### config.mk
export PLATFORM = sky130hd
export DESIGN_NAME = wb_port_arbiter_flat
export DESIGN_NICKNAME = d
export VERILOG_FILES = /design/src/rtl/wb_port_arbiter_pkg.sv /design/src/rtl/wb_port_arbiter_if.sv /design/src/rtl/wb_port_arbiter_wait_counter.sv /design/src/rtl/wb_port_arbiter.sv /design/src/flat_wrapper.sv
export SDC_FILE = /design/constraint.sdc
export NUM_CORES = 1
export LEC_CHECK = 0
export ABC_AREA = 1
export CAP_MARGIN = 30
export CORE_ASPECT_RATIO = 2
export CORE_MARGIN = 2
export CORE_UTILIZATION = 50
export CTS_CLUSTER_SIZE = 12
export DETAILED_ROUTE_END_ITERATION = 6
export PLACE_DENSITY = 0.95
export SLEW_MARGIN = 20
export SYNTH_ARGS = -nofsm -noshare
export SYNTH_HDL_FRONTEND = slang
export SYNTH_SLANG_ARGS = --single-unit
### constraint.sdc
create_clock -name i_clk -period 3.1 [get_ports i_clk]
set_input_delay 0.465 -clock i_clk [delete_from_list [all_inputs] [get_ports i_clk]]
set_output_delay 0.465 -clock i_clk [all_outputs]
set_load 0.005 [all_outputs]
### src/rtl/wb_port_arbiter_pkg.sv
// Shared definitions for the register-file write-port arbiter.
package wb_port_arbiter_pkg;

  typedef enum logic [1:0] {
    StIdle  = 2'd0,
    StWait  = 2'd1,
    StStall = 2'd2
  } state_e;

  localparam int unsigned REG_ZERO        = 0;
  localparam int unsigned DEFAULT_LEN     = 32;
  localparam int unsigned DEFAULT_NB_ADDR = 5;
  localparam int unsigned CNT_W           = 4;

endpackage

### src/rtl/wb_port_arbiter_if.sv
// Bus bundle between the write-back stage / debug unit and the write-port arbiter.
interface wb_port_arbiter_if
  import wb_port_arbiter_pkg::*;
#(
  parameter int unsigned LEN     = DEFAULT_LEN,
  parameter int unsigned NB_ADDR = DEFAULT_NB_ADDR
) ();

  logic               i_wb_regwrite;
  logic [NB_ADDR-1:0] i_wb_addr;
  logic [LEN-1:0]     i_wb_data;
  logic               i_dbg_req;
  logic [NB_ADDR-1:0] i_dbg_addr;
  logic [LEN-1:0]     i_dbg_data;

  logic               o_rf_we;
  logic [NB_ADDR-1:0] o_rf_addr;
  logic [LEN-1:0]     o_rf_data;
  logic               o_dbg_busy;
  logic               o_dbg_ack;
  logic               o_pipe_stall;
  logic               o_protocol_err;

  modport slave (
    input  i_wb_regwrite, i_wb_addr, i_wb_data, i_dbg_req, i_dbg_addr, i_dbg_data,
    output o_rf_we, o_rf_addr, o_rf_data, o_dbg_busy, o_dbg_ack, o_pipe_stall, o_protocol_err
  );

  modport master (
    output i_wb_regwrite, i_wb_addr, i_wb_data, i_dbg_req, i_dbg_addr, i_dbg_data,
    input  o_rf_we, o_rf_addr, o_rf_data, o_dbg_busy, o_dbg_ack, o_pipe_stall, o_protocol_err
  );

endinterface

### src/rtl/wb_port_arbiter_wait_counter.sv
// Saturating wait counter with synchronous clear and count enable.
module wb_port_arbiter_wait_counter
  import wb_port_arbiter_pkg::*;
#(
  parameter logic [CNT_W-1:0] MAX = CNT_W'(4)
) (
  input  logic             clk,
  input  logic             rst_n,
  input  logic             clr,
  input  logic             en,
  output logic [CNT_W-1:0] count
);

  logic [CNT_W-1:0] count_q, count_d;

  always_comb begin
    count_d = count_q;
    if (clr) begin
      count_d = '0;
    end else if (en && (count_q != MAX)) begin
      count_d = count_q + CNT_W'(1);
    end
  end

  always_ff @(posedge clk or negedge rst_n) begin
    if (!rst_n) begin
      count_q <= '0;
    end else begin
      count_q <= count_d;
    end
  end

  assign count = count_q;

endmodule

### src/rtl/wb_port_arbiter.sv
// Register-file write-port arbiter: pipeline write-back wins, debug writes wait for a free slot
// and stall the front end after MAX_WAIT lost cycles.
module wb_port_arbiter
  import wb_port_arbiter_pkg::*;
#(
  parameter int unsigned LEN      = DEFAULT_LEN,
  parameter int unsigned NB_ADDR  = DEFAULT_NB_ADDR,
  parameter int unsigned MAX_WAIT = 4
) (
  input logic              i_clk,
  input logic              i_rst_n,
  wb_port_arbiter_if.slave bus
);

  localparam logic [NB_ADDR-1:0] RegZero  = NB_ADDR'(REG_ZERO);
  localparam logic [CNT_W-1:0]   MaxCnt   = CNT_W'(MAX_WAIT);
  localparam logic [CNT_W-1:0]   StallAt  = CNT_W'(MAX_WAIT - 1);

  state_e             state_q, state_d;
  logic               rf_we_q, rf_we_d;
  logic [NB_ADDR-1:0] rf_addr_q, rf_addr_d;
  logic [LEN-1:0]     rf_data_q, rf_data_d;
  logic [NB_ADDR-1:0] hold_addr_q, hold_addr_d;
  logic [LEN-1:0]     hold_data_q, hold_data_d;
  logic               busy_q, busy_d;
  logic               ack_q, ack_d;
  logic               stall_q, stall_d;
  logic               err_q, err_d;
  logic               cnt_clr, cnt_en;
  logic [CNT_W-1:0]   cnt_q;

  wb_port_arbiter_wait_counter #(
    .MAX (MaxCnt)
  ) wait_counter (
    .clk   (i_clk),
    .rst_n (i_rst_n),
    .clr   (cnt_clr),
    .en    (cnt_en),
    .count (cnt_q)
  );

  always_comb begin
    state_d     = state_q;
    rf_we_d     = 1'b0;
    rf_addr_d   = rf_addr_q;
    rf_data_d   = rf_data_q;
    hold_addr_d = hold_addr_q;
    hold_data_d = hold_data_q;
    busy_d      = busy_q;
    ack_d       = 1'b0;
    stall_d     = stall_q;
    err_d       = err_q;
    cnt_clr     = 1'b0;
    cnt_en      = 1'b0;

    // The pipeline always owns the port when it writes, whatever the state.
    if (bus.i_wb_regwrite) begin
      rf_we_d   = (bus.i_wb_addr != RegZero);
      rf_addr_d = bus.i_wb_addr;
      rf_data_d = bus.i_wb_data;
    end

    unique case (state_q)
      StIdle: begin
        if (bus.i_dbg_req) begin
          hold_addr_d = bus.i_dbg_addr;
          hold_data_d = bus.i_dbg_data;
          busy_d      = 1'b1;
          cnt_clr     = 1'b1;
          state_d     = StWait;
        end
      end
      StWait: begin
        if (bus.i_wb_regwrite) begin
          cnt_en = 1'b1;
          if (cnt_q == StallAt) begin
            state_d = StStall;
            stall_d = 1'b1;
          end
        end
      end
      StStall: begin
        if (bus.i_wb_regwrite) begin
          err_d = 1'b1;
        end
      end
      default: begin
        state_d = StIdle;
        busy_d  = 1'b0;
        stall_d = 1'b0;
      end
    endcase

    // Free slot while a debug write is held: issue it and release the port.
    if ((state_q == StWait || state_q == StStall) && !bus.i_wb_regwrite) begin
      rf_we_d   = (hold_addr_q != RegZero);
      rf_addr_d = hold_addr_q;
      rf_data_d = hold_data_q;
      ack_d     = 1'b1;
      busy_d    = 1'b0;
      stall_d   = 1'b0;
      state_d   = StIdle;
    end
  end

  always_ff @(posedge i_clk or negedge i_rst_n) begin
    if (!i_rst_n) begin
      state_q     <= StIdle;
      rf_we_q     <= 1'b0;
      rf_addr_q   <= '0;
      rf_data_q   <= '0;
      hold_addr_q <= '0;
      hold_data_q <= '0;
      busy_q      <= 1'b0;
      ack_q       <= 1'b0;
      stall_q     <= 1'b0;
      err_q       <= 1'b0;
    end else begin
      state_q     <= state_d;
      rf_we_q     <= rf_we_d;
      rf_addr_q   <= rf_addr_d;
      rf_data_q   <= rf_data_d;
      hold_addr_q <= hold_addr_d;
      hold_data_q <= hold_data_d;
      busy_q      <= busy_d;
      ack_q       <= ack_d;
      stall_q     <= stall_d;
      err_q       <= err_d;
    end
  end

  assign bus.o_rf_we        = rf_we_q;
  assign bus.o_rf_addr      = rf_addr_q;
  assign bus.o_rf_data      = rf_data_q;
  assign bus.o_dbg_busy     = busy_q;
  assign bus.o_dbg_ack      = ack_q;
  assign bus.o_pipe_stall   = stall_q;
  assign bus.o_protocol_err = err_q;

endmodule

### src/flat_wrapper.sv
// flat-port wrapper written by rule: the top's interface ports become plain ports
module wb_port_arbiter_flat import wb_port_arbiter_pkg::*;
#(
  parameter int unsigned LEN      = DEFAULT_LEN,
  parameter int unsigned NB_ADDR  = DEFAULT_NB_ADDR,
  parameter int unsigned MAX_WAIT = 4
)
  (i_clk, i_rst_n, bus_i_wb_regwrite, bus_i_wb_addr, bus_i_wb_data, bus_i_dbg_req, bus_i_dbg_addr, bus_i_dbg_data, bus_o_rf_we, bus_o_rf_addr, bus_o_rf_data, bus_o_dbg_busy, bus_o_dbg_ack, bus_o_pipe_stall, bus_o_protocol_err);
  wb_port_arbiter_if #(.LEN(LEN), .NB_ADDR(NB_ADDR)) bus_i ();
  input logic i_clk;
  input logic i_rst_n;
  input wire logic [$bits(bus_i.i_wb_regwrite)-1:0] bus_i_wb_regwrite;
  input wire logic [$bits(bus_i.i_wb_addr)-1:0] bus_i_wb_addr;
  input wire logic [$bits(bus_i.i_wb_data)-1:0] bus_i_wb_data;
  input wire logic [$bits(bus_i.i_dbg_req)-1:0] bus_i_dbg_req;
  input wire logic [$bits(bus_i.i_dbg_addr)-1:0] bus_i_dbg_addr;
  input wire logic [$bits(bus_i.i_dbg_data)-1:0] bus_i_dbg_data;
  output wire logic [$bits(bus_i.o_rf_we)-1:0] bus_o_rf_we;
  output wire logic [$bits(bus_i.o_rf_addr)-1:0] bus_o_rf_addr;
  output wire logic [$bits(bus_i.o_rf_data)-1:0] bus_o_rf_data;
  output wire logic [$bits(bus_i.o_dbg_busy)-1:0] bus_o_dbg_busy;
  output wire logic [$bits(bus_i.o_dbg_ack)-1:0] bus_o_dbg_ack;
  output wire logic [$bits(bus_i.o_pipe_stall)-1:0] bus_o_pipe_stall;
  output wire logic [$bits(bus_i.o_protocol_err)-1:0] bus_o_protocol_err;
  assign bus_i.i_wb_regwrite = bus_i_wb_regwrite;
  assign bus_i.i_wb_addr = bus_i_wb_addr;
  assign bus_i.i_wb_data = bus_i_wb_data;
  assign bus_i.i_dbg_req = bus_i_dbg_req;
  assign bus_i.i_dbg_addr = bus_i_dbg_addr;
  assign bus_i.i_dbg_data = bus_i_dbg_data;
  assign bus_o_rf_we = bus_i.o_rf_we;
  assign bus_o_rf_addr = bus_i.o_rf_addr;
  assign bus_o_rf_data = bus_i.o_rf_data;
  assign bus_o_dbg_busy = bus_i.o_dbg_busy;
  assign bus_o_dbg_ack = bus_i.o_dbg_ack;
  assign bus_o_pipe_stall = bus_i.o_pipe_stall;
  assign bus_o_protocol_err = bus_i.o_protocol_err;
  wb_port_arbiter #(.LEN(LEN), .NB_ADDR(NB_ADDR), .MAX_WAIT(MAX_WAIT)) u_core (.i_clk(i_clk), .i_rst_n(i_rst_n), .bus(bus_i));
endmodule
* Word-level counts from Yosys, hierarchy flattened *
Cells that the tools add are included.

word-level totals
  input port bits = 78
  ROM bits = 0
  register bits = 85
  latch bits = 0
  bits in writable memories = 0
  memories kept = 0

cells by class
  div/mod/pow operators = 0
  bitwise gates (word level) = 0
  reduce and logical (&&, ||, !) cells = 16
  magnitude comparators = 0
  muxes and demuxes = 25
  $mul = 0
  add/subtract/negate cells = 1
  equal/unequal tests = 10
  shift operators = 0

operators by type and width
  kind                                                                    number
  32-bit 2-to-1 mux                                                       2
  1-bit 2-to-1 mux                                                        12
  5-bit 2-to-1 mux                                                        2
  5-bit nonzero test                                                      2
  2-bit 2-to-1 mux                                                        4
  4-bit 2-to-1 mux                                                        2
  3-bit by 2-bit != test with 1-bit output (second input constant)        2
  2-bit case mux with 3 select lines                                      1
  2-bit AND reduction                                                     3
  4-bit by 1-bit adder with 4-bit output (second input constant)          1
  4-bit by 2-bit equality test with 1-bit output (second input constant)  1
  2-bit by 1-bit != test with 1-bit output (second input constant)        2
  4-bit by 3-bit != test with 1-bit output (second input constant)        1
  1-bit case mux with 2 select lines                                      2
  4-bit AND reduction                                                     1
  2-bit nonzero test                                                      2
  2-bit OR reduction                                                      2
  3-bit != test (second input constant)                                   1
  3-bit AND reduction                                                     1
  2-bit by 1-bit equality test with 1-bit output (second input constant)  1
  2-bit equality test (second input constant)                             1
  1-bit logical AND                                                       2
  2-bit zero test                                                         1
  2-bit != test (second input constant)                                   1
  other kinds (2)                                                         2

* Logic depth before layout (Yosys ltp) *
Gate-level depths: netlist of the first run.

  depth after elaboration = 5
  gate-level depth with buffers = 8
  mapped depth without buffers = 8

* Cells and area by module *
A second synthesis of the first run with hierarchy kept.

unflattened totals
  cell total of the unflattened synthesis = 442
  area, all modules = 3639.7 um^2

by module, submodules not included
  module                        cells an instance  sequential area each (um^2)  area each (um^2)  instances
  wb_port_arbiter               413                2026.9                       3398.3            1
  wb_port_arbiter_wait_counter  29                 100.1                        241.5             1

* Worst setup path before layout of the first run *
No wires, ideal clock.

  path type = register -> register
  from = reg u_core.state_q[0]
  to = reg u_core.hold_data_q[0]
  stages on the path, launching flop included = 6
  path slack = 1703 ps
  data required time = 2975 ps
  library setup time = 125 ps
  path buffers = 1
  arrival = 1272 ps
  cell sequence = dfrtp_1 inv_1 ha_1 nand2_4 buf_12 mux2_4

on the way
  cells in the longest elaborated chain, start to end = 2

RTL lines
  element                               line                    source
  start, declared                       wb_port_arbiter.sv:19   state_e state_q, state_d;
  start signal, assigned                wb_port_arbiter.sv:108  state_q <= StIdle;
  start signal, assigned                wb_port_arbiter.sv:119  state_q <= state_d;
  2-bit zero test                       wb_port_arbiter.sv:63   unique case (state_q)
  2-bit AND reduction (no source line)  -
  end signal, assigned                  wb_port_arbiter.sv:124  hold_data_q <= hold_data_d;
  end, declared                         wb_port_arbiter.sv:24   logic [LEN-1:0] hold_data_q, hold_data_d;

Every way passes these cells.
A chain may end at the register's enable or synchronous reset.

* Final worst setup path of the first run *
  from = reg u_core.state_q[0]
  to = reg u_core.wait_counter.count_q[0], in the netlist u_core.wait_counter.count[0]

on the way
  cells in the longest elaborated chain, start to end = 4
  elaborated cells on any way between the ends = 7
  those cells by class = eq/ne (1); mux (3); reduce/logical (3)

RTL lines
  element                                         line                                source
  2-bit by 1-bit equality test with 1-bit output  wb_port_arbiter.sv:63
  1-bit 2-to-1 mux                                wb_port_arbiter.sv:63
  1-bit logical AND                               wb_port_arbiter_wait_counter.sv:20  end else if (en && (count_q != MAX)) begin
  2-bit nonzero test (no source line)             -
  end signal, assigned                            wb_port_arbiter_wait_counter.sv:29  count_q <= count_d;
  end, declared                                   wb_port_arbiter_wait_counter.sv:14  logic [CNT_W-1:0] count_q, count_d;

Several ways; a longest one is shown, not always the timed one.

==> summary.txt, run 1 <==
Pwr
  • Leak: roughly 2.5 nW
  • Combinational Power Share: 40.1%
  • P_int: about 0.0033 W
  • Sw frac: approximately 32%
  • VDD IR-drop max: 548 uV
  • Clock power share: 18.7%
  • PwrDens: approximately 900 nW/um^2
  • Seq pwr share: 41.2%
  • Switch Pwr: between 0.0015 and 0.002 W

Worst setup path
  • CP Max Fanout: 46
  • Worst setup path class: reg2reg
  • Critical Path AT: roughly 2100 ps
  • Worst r2r src: u_core.state_q[0]
  • Startpoint Class: flop
  • Crit end category: flop
  • CP Launch Point: u_core.state_q[0]
  • Req. time, crit path: about 3300 ps

Final layout
  • Layout cells sized above 1: 11.4%
  • Register Area: 2130 sq um
  • Fillers: between 500 and 600
  • Layout Cells excl Fill: ~580
  • Final nets: approximately 560
  • ANT cells: 0
  • P&R area growth vs syn: 37.7%
  • Area of the multi-input gates: about 1500 sq um

STA
  • Fin. Hold Viols: 0
  • Finish-stage setup viols: 0
  • Unrepaired setup endpoints after global routing: false
  • Clk_skew: 6.47 ps
  • Least-Margin Pin Slew: between 700 and 800 ps
  • Slew Limit Fails: 0
  • Relative slew slack: approximately half
  • Worst Setup Slack, final: about 1200 ps
  • Final worst-path cycle share: ~60%
  • Fmax: around 530 MHz
  • Setup TNS: 0 ps
  • Post-layout minimum cycle time: 1870 ps
  • Hold slack: 144 ps

Routing
  • Drt wl/cell: 16.3 microns
  • Post-route ant nets: 0
  • Vias per cell: approximately 5.2
  • Vias: about 3000
  • DRC violations left: 0
  • TritonRoute pass-1 iters: 5
  • Initial DRC Count: 213
  • Final wirelength: 9.38 mm

GRT
  • First-pass GRT wire length: about 15 mm
  • Vias in the first global route: 3066
  • Largest net degree at the start of global routing: 49
  • Congestion Overflow GR: 0
  • Initial antenna violation count: 0
  • GRT Overall Usage: a little under a quarter

Logic synthesis
  • Synthesis-stage register bit count: between 80 and 90
  • Post-synth top area share: 56.0%
  • Mapped Nets: around 450
  • Cell with the most instances after synthesis: nand2_1
  • Largest area contributor in the synthesized netlist: dfrtp_1
  • Sequential-to-total area share from yosys stat: 56.0%
  • Top cell types by occurrence after synthesis: 140 x nand2_1, 85 x dfrtp_1, 50 x nand3_1
  • Mean post-synth cell area: about 10 sq um
  • Syn. warnings: 0
  • Post-synth top flop: dfrtp_1
  • Post-synth EDFFs: 0
  • Top post-synthesis cells by area: dfrtp_1 56%, nand2_1 14%, mux2_4 12%
  • Synth Instances: between 300 and 400
  • Synth cell types: 19
  • Synth async-reset ratio: 100%
  • Post-Syn Area: 3800 sq um

Die
  • Initial Utilization: between 50% and 60%
  • Die Y: between 100 and 150 microns
  • I/O Pins: 120
  • Die area: 8350 sq um
  • Die Wd: about 66 microns
  • FP Rows: 45
  • Core footprint: 7490 sq um

Placement
  • Dpl ws: approximately 990 ps
  • HPWL Detailed: about 6.4 mm
  • Cells after DPL: 563
  • Port Buf Inserts: about 120
  • Final GP Congestion: 0.813

Clock network
  • Clock transition at the registers of the reported paths: roughly 60 ps
  • CTS buffer count: 9
  • Worst-Skew Late Latency: between 300 and 400 ps
  • TritonCTS Sinks: 85
  • Clk buf depth: 2
  • Total setup buffers inserted after CTS: 0
  • H-tree depth: 3
  • CTS tree: yes
  • Post-CTS Hold Fix Bufs: 0
  • Root buffer cell: clkbuf_16
  • Resize count post-CTS: 0

Min path
  • Hold Path Class: in2async

Run
  • Maxcap violations: 0

Status
  • Status: complete, no violations
-- path summary, 6_finish.rpt --
check,to,slack [ps],cells past startpoint
worst max-delay path,u_core.wait_counter.count[0],1230,6
worst min-delay path,u_core.bus.o_protocol_err,140,1
worst max register to register,u_core.wait_counter.count[0],1230,6
worst min register to register,u_core.bus.o_protocol_err,470,2
max in group asynchronous,u_core.bus.o_rf_data[7],2350,2
min in group i_clk,u_core.bus.o_protocol_err,470,2
-- logic make-up after synthesis --
group           share of synthesized area (%)
buf+inv                                  5.14
compound gates                           1.09
mux                                      14.0
xor+xnor                                0.231
simple gates                             21.5
fa+ha+maj                                1.98
flops                                    56.0
-- worst max-delay path, stage by stage, from the launching register on --
cell and delay (ps):
dfrtp_1 380, inv_1 90, ha_1 260, nand2_4 570, nand2_1 250, nand3_1 130, nand2_1 60
-- cells in the final DEF (no fill, tap or decap) --
master           count
buf_4                2
mux2_2               6
nand4_1              1
clkdlybuf4s50_1    118
ha_1                 6
inv_2                3
buf_12               1
a21boi_2             1
nand2_4              1
o211ai_1             2
nor2_1               5
nand2_1            140
mux2_4              31
clkbuf_16            9
clkbuf_1             3
nand3_1             50
xor2_1               1
nand2_2              1
inv_1               12
o21ai_0              3
dfrtp_1             85
-- power groups by stage --
stage | combinational [W] | sequential, W | clock, W
after CTS | 0.00196 | 0.00199 | 0.000921
after global routing | 0.00214 | 0.00205 | 0.000960
after global placement | 0.00185 | 0.00195 | 0
after detailed placement | 0.00194 | 0.00198 | 0
final | 0.00194 | 0.00199 | 0.000907
after floorplan | 0.00118 | 0.00193 | 0
-- stage by stage --
stage          util, %  power (W)  instance area [sq um]
6_report          69.8    0.00484                   5230
3_3_place_gp      66.4    0.00381                   4970
4_1_cts           69.8    0.00487                   5230
5_1_grt           69.8    0.00514                   5230
2_1_floorplan        -    0.00311                   3800
3_5_place_dp      66.7    0.00392                   4990
-- routing by layer --
layer / up-vias / global-route usage, % / routed length (microns)
met1: 1442 / 29.0 / 3740
met3: 16 / 6.87 / 783
met4: 0 / 8.46 / 171
li1: 1402 / - / -
met2: 130 / 38.8 / 4690
met5: - / 0 / 0
-- flip-flops by register name (all words and copies together) (netlist names) --
signal / count
u_core.bus.o_dbg_ack: 1
u_core.bus.o_dbg_busy: 1
u_core.bus.o_pipe_stall: 1
u_core.bus.o_protocol_err: 1
u_core.bus.o_rf_addr: 5
u_core.bus.o_rf_data: 32
u_core.bus.o_rf_we: 1
u_core.hold_addr_q: 5
u_core.hold_data_q: 32
u_core.state_q: 2
u_core.wait_counter.count: 4
-- cell type report --
class	instances	area share [%]
flip-flops and latches	85	40.7
inverters	15	1.08
repair buffers	121	23.3
well taps	94	2.25
multi-input cells	248	28.2
clock buffers	12	4.52
(Power assumes the default switching activity.)
==> run 2: changes to the inputs <==
- CORE_UTILIZATION: 50 -> 42
- PLACE_DENSITY: 0.95 -> 0.87
- clock period: 3.1 -> 1.5 ns (I/O delays scaled with it)
==> run 2 against run 1 <==
Effect of this change:
- register-to-register slack worse by 1100 ps
- clock skew hardly changed
- non-clock buffer count is 19 higher
- final cell count is 4.9% higher
- utilization is 8.1 points lower
- combinational power is 130% higher
- clock power is 110% higher
- critical path type is now reg2out
- worst setup slack worse by 1200 ps
- largest power group is now combinational cells
- via count is 2.0% higher
- critical path depth is 5 lower
- first-iteration DRC count is 4.7% lower
==> summary.txt, run 2 (synthesized netlist as in run 1, its figures left out) <==
Status
  • Status: complete, no violations

Routing
  • Initial DRC Count: 203 (-4.7%)
  • Vias: 3051 (+2.0%)
  • DRC violations left: 0 (unchanged)
  • TritonRoute pass-1 iters: 4 (-1)
  • Vias per cell: 5.06 (-2.7%)
  • Drt wl/cell: 15.9 microns (-2.7%)
  • Final wirelength: 9.57 mm (+2.1%)
  • Post-route ant nets: 0 (unchanged)

Die
  • Initial Utilization: 42.7% (-8.0 points)
  • Die Y: 138 microns (+8.8%)
  • Core footprint: 8890 sq um (+19%)
  • Die area: 9870 sq um (+18%)
  • FP Rows: 49 (+8.9%)
  • Die Wd: 71.2 microns (+8.5%)
  • I/O Pins: 120 (unchanged)

Clock network
  • CTS buffer count: 9 (unchanged)
  • Root buffer cell: clkbuf_16
  • H-tree depth: 3 (unchanged)
  • Clock transition at the registers of the reported paths: 60 ps (about the same)
  • Clk buf depth: 2 (unchanged)
  • Total setup buffers inserted after CTS: 0 (unchanged)
  • Worst-Skew Late Latency: 330 ps (about the same)
  • CTS tree: yes
  • TritonCTS Sinks: 85 (unchanged)

STA
  • Fmax: roughly 690 MHz
  • Least-Margin Pin Slew: 411 ps (-345 ps)
  • Relative slew slack: 72.6% (+23 points)
  • Post-layout minimum cycle time: around 1500 ps
  • Finish-stage setup viols: 0 (unchanged)
  • Hold slack: 369 ps (+225 ps)
  • Slew Limit Fails: 0 (unchanged)
  • Worst Setup Slack, final: 43.6 ps (-1180 ps)
  • Setup TNS: 0 ps (unchanged)
  • Fin. Hold Viols: 0 (unchanged)
  • Clk_skew: 6.41 ps (-0.0637 ps)
  • Final worst-path cycle share: between 90% and 100%

Final layout
  • P&R area growth vs syn: 44.5%
  • Most frequent cells in the layout: 138 x nand2_1, 118 x clkdlybuf4s50_1, 85 x dfrtp_1, 50 x nand3_1, 31 x mux2_4
  • Post-route cell area: 5490 sq um (+5.0%)
  • ANT cells: 0 (unchanged)
  • Layout cells sized above 1: 16.2% (+4.7 points)
  • Final nets: 583 (+3.4%)
  • Most common cell after layout, fill and taps aside: nand2_1

Worst setup path
  • Req. time, crit path: 1270 ps (-2050 ps)
  • CP delay by family, top: buffers and inverters
  • CP Max Fanout: 2 (-96%)
  • Slowest CP cell: clkdlybuf4s50_1
  • Critical Path AT: 1230 ps (-860 ps)
  • Critical path's largest stage delay: 550 ps (-20 ps)
  • Worst-path cell chain: clkdlybuf4s50_1
  • Worst setup path class: reg2out
  • Startpoint Class: flop
  • Worst path bufs/invs: 1 (unchanged)
  • Crit end category: primary output

Placement
  • HPWL Detailed: 7.08 mm (+10%)
  • Placed Area: 5180 sq um (+3.7%)
  • Dpl ws: -235 ps (-1230 ps)
  • Final GP Congestion: 0.918 (+13%)
  • Port Buf Inserts: 119 (unchanged)

Pwr
  • PwrDens: 1910 nW/um^2 (+110%)
  • Leak: 2.62 nW (+5.2%)
  • Power, Total: 0.0105 W (+120%)
  • VDD IR-drop max: 1040 uV (+89%)

Min path
  • Hold Path Class: in2async

GRT
  • Largest net degree at the start of global routing: 40 (-18%)
  • Initial antenna violation count: 0 (unchanged)
  • First-pass GRT wire length: 15.8 mm (+5.2%)
  • GRT Overall Usage: 20.6% (-3.0 points)
  • Vias in the first global route: 3321 (+8.3%)
  • Congestion Overflow GR: 0 (unchanged)

Run
  • Maxcap violations: 0 (unchanged)
==> run 2: cell types whose count changed in the layout (fill, tap and decap cells not counted), sizes merged <==
cell / previous run / this run
bufinv: 0 / 1
clkbuf: 12 / 10
inv: 15 / 14
clkinv: 0 / 3
buf: 3 / 21
dlygate4sd3: 0 / 1
==> run 2: path summary, 6_finish.rpt <==
| check | cells after the start | endpoint | start | slack (ps) |
|---|---|---|---|---|
| max in group asynchronous | 3 | u_core.bus.o_rf_data[10] | i_rst_n | 600 |
| min in group i_clk | 3 | u_core.bus.o_rf_data[19] | bus_i_wb_data[19] | 460 |
| hold reg to reg | 2 | u_core.bus.o_protocol_err | u_core.bus.o_protocol_err | 470 |
| hold / removal | 2 | u_core.bus.o_rf_data[30] | i_rst_n | 370 |
| setup reg to reg | 7 | u_core.bus.o_rf_addr[1] | u_core.state_q[1] | 80 |
| setup / recovery | 1 | bus_o_rf_data[29] | u_core.bus.o_rf_data[29] | 40 |
==> run 2: cell type report <==
cell class,instances,area [sq um]
clock buffers,10,239
clock inverters,3,15.0
fillers,698,3400
inverters,15,87.6
multi-input cells,248,1490
flip-flops and latches,85,2130
well taps,102,128
repair buffers,140,1400
==> run 2: where the power goes <==
part / leakage (nW) / total, W / internal (W) / switching [W]
registers: 1.02 / 0.00408 / 0.00340 / 0.000687
logic: 1.47 / 0.00449 / 0.00267 / 0.00182
clock network: 0.130 / 0.00193 / 0.00113 / 0.000806
==> run 2: stage by stage <==
step / utilization, % / std cells
after floorplan: - / 363
after global placement: 58.2 / 589
after detailed placement: 58.2 / 589
after CTS: 61.3 / 603
after global routing: 61.7 / 603
final: 61.7 / 603
==> run 2: per-layer routing <==
| layer | routed length (microns) | global-route usage [%] |
|---|---|---|
| met1 | 3510 | 22.1 |
| met2 | 5170 | 35.2 |
| met3 | 458 | 4.45 |
| met4 | 437 | 13.5 |
| met5 | 0 | 0 |
==> run 2: timing repair <==
action | CTS | global route
pin swaps | 0 | 1
hold endpoints to repair | 26 | 0
endpoints found under the setup margin | 38 | 42
hold buffers | 1 | 0
resized for setup | 3 | 9
==> RTL edit: new RTL, flow settings as in run 2 <==
`REG_ZERO`: 0 -> 1.
--- a/src/rtl/wb_port_arbiter_pkg.sv
+++ b/src/rtl/wb_port_arbiter_pkg.sv
@@ -8,5 +8,5 @@
   } state_e;
 
-  localparam int unsigned REG_ZERO        = 0;
+  localparam int unsigned REG_ZERO        = 1;
   localparam int unsigned DEFAULT_LEN     = 32;
   localparam int unsigned DEFAULT_NB_ADDR = 5;
Behaviour: not the same (a bounded check fails within 4 cycles, from zero or initial values and one cycle with i_rst_n low).
==> RTL edit against run 2 <==
  * Cell area grew 0.21%
  * Synthesized cell count grew 0.83%
  * Area after synthesis shrank 2.1%
  * First-iteration DRC count shrank 1.5%
  * Sequential cell count is the same
  * Power grew 1.4%
  * Worst setup slack lost 0.038 ns
  * Sequential power is essentially flat
  * Worst hold slack gained 0.013 ns
  * Critical endpoint is now u_core.hold_data_q[17]
  * Critical path depth grew 4
  * Die area shrank 2.0%
  * Combinational power shrank 0.9%
  * Routed wire length grew 1.4%
==> RTL edit: results (changes against run 2) <==
detailed_routing:
  wl_microns: 9710  # +1.4%
  drtIter0Drc: 200  # -1.5%
  dr.pass1.iters: 6  # +2
  wire_per_inst_microns: 16.1  # +1.3%
  num_vias: 3113  # +2.0%
  dr_wl_met3_microns: 482  # +5.2%
  maxUsedRoutingLayer: "met4"
  wl_met2_microns: 5310  # +2.8%
  wl_met1_microns: 3550  # +1.2%
yosys:
  ys_seq_area_share_pct: 57.2  # +1.2 points
  synth_fa_ha_area_share_pct: 2.02  # +0.043 points
  synthMuxAreaShare_pct: 12.8  # -1.2 points
  synth_nets: 450  # +0.67%
  postSynthCellCount: 366  # +0.83%
  synth-compound-area-share_pct: 0.808  # -0.28 points
  synth_xor_area_share_pct: 0.236  # +0.0050 points
  synthTopCellsByArea: "dfrtp_1 (57%), nand2_1 (15%), mux2_4 (7.7%)"
  yosys-top-cells-count: "nand2_1 (144), dfrtp_1 (85), nand3_1 (52), mux2_4 (19), mux2_2 (17)"
cts:
  clk_pin_slew_ns: 0.06  # about the same
  cts_buffer_depth: 2  # unchanged
critical_path:
  end_kind: "flip-flop"
  reg2reg_depth: 5  # -2
  reg2reg_to: "u_core.hold_data_q[17]"
  critPathLaunch: "u_core.state_q[1]"
  worst_ep_arrival_time_ns: 1.71  # +0.48 ns
  r2r_slack_ns: 0.006  # -0.07 ns
place:
  place_hpwl_microns: 7140  # +0.92%
  dpl_cell_area_sq_um: 5120  # -1.1%
  post-place-ws_ns: -0.0591  # +0.176 ns
  gp_congestion: 0.824  # -10%
timing:
  tightest_slew_ns: 0.438  # +0.0278 ns
  fin_hold_ws_ns: 0.381  # +0.0127 ns
  period_minus_slack_ns: 1.49  # +0.0380 ns
  finClkSkew_ns: 0.00744  # +0.00102 ns
finish:
  syn_to_final_growth_pct: 48.0
  nNetsFinal: 585  # +0.34%
  drive_gt1_share_pct: 15.7  # -0.49 points
grt:
  grt.met3_usage_pct: 4.42  # -0.028 points
  gr-usage-all-layers_pct: 21.1  # +0.54 points
  grt_pass1_wl_microns: 15600  # -1.3%
  use_met1_pct: 22.7  # +0.59 points
  first_global_vias: 3293  # -0.84%
pwr:
  max-vdd-ir-drop_uv: 975  # -6.0%
  leakage_nw: 2.60  # -0.89%
outcome:
  status: "finished, final reports clean"
-- RTL edit: repair_timing --
| action | in CTS | in global routing |
|---|---|---|
| gates cloned | 1 | 0 |
| setup endpoints to repair | 50 | 13 |
| gates resized for setup | 7 | 2 |
| pin swaps | 0 | 1 |
| setup buffers | 0 | 3 |
| hold buffers | 1 | 0 |
| endpoints found under the hold margin | 29 | 0 |
-- RTL edit: power by group --
part           switching, mW  internal, mW
clock                  0.811          1.31
sequential             0.679          3.40
combinational           1.84          2.61
-- RTL edit: cell type report --
cell class | instances | area share, %
Clock buffer | 12 | 4.48
Clock inverter | 2 | 0.637
Inverter | 15 | 1.02
Multi-Input combinational cell | 250 | 26.4
Sequential cell | 85 | 38.7
Tap cell | 100 | 2.27
Timing Repair Buffer | 140 | 26.5
-- RTL edit: worst max-delay path, stage by stage, from the launching register on --
cell,delay [ns]
dfrtp_1,0.42
inv_2,0.11
ha_4,0.18
nand2_8,0.08
bufbuf_16,0.29
mux2_4,0.29
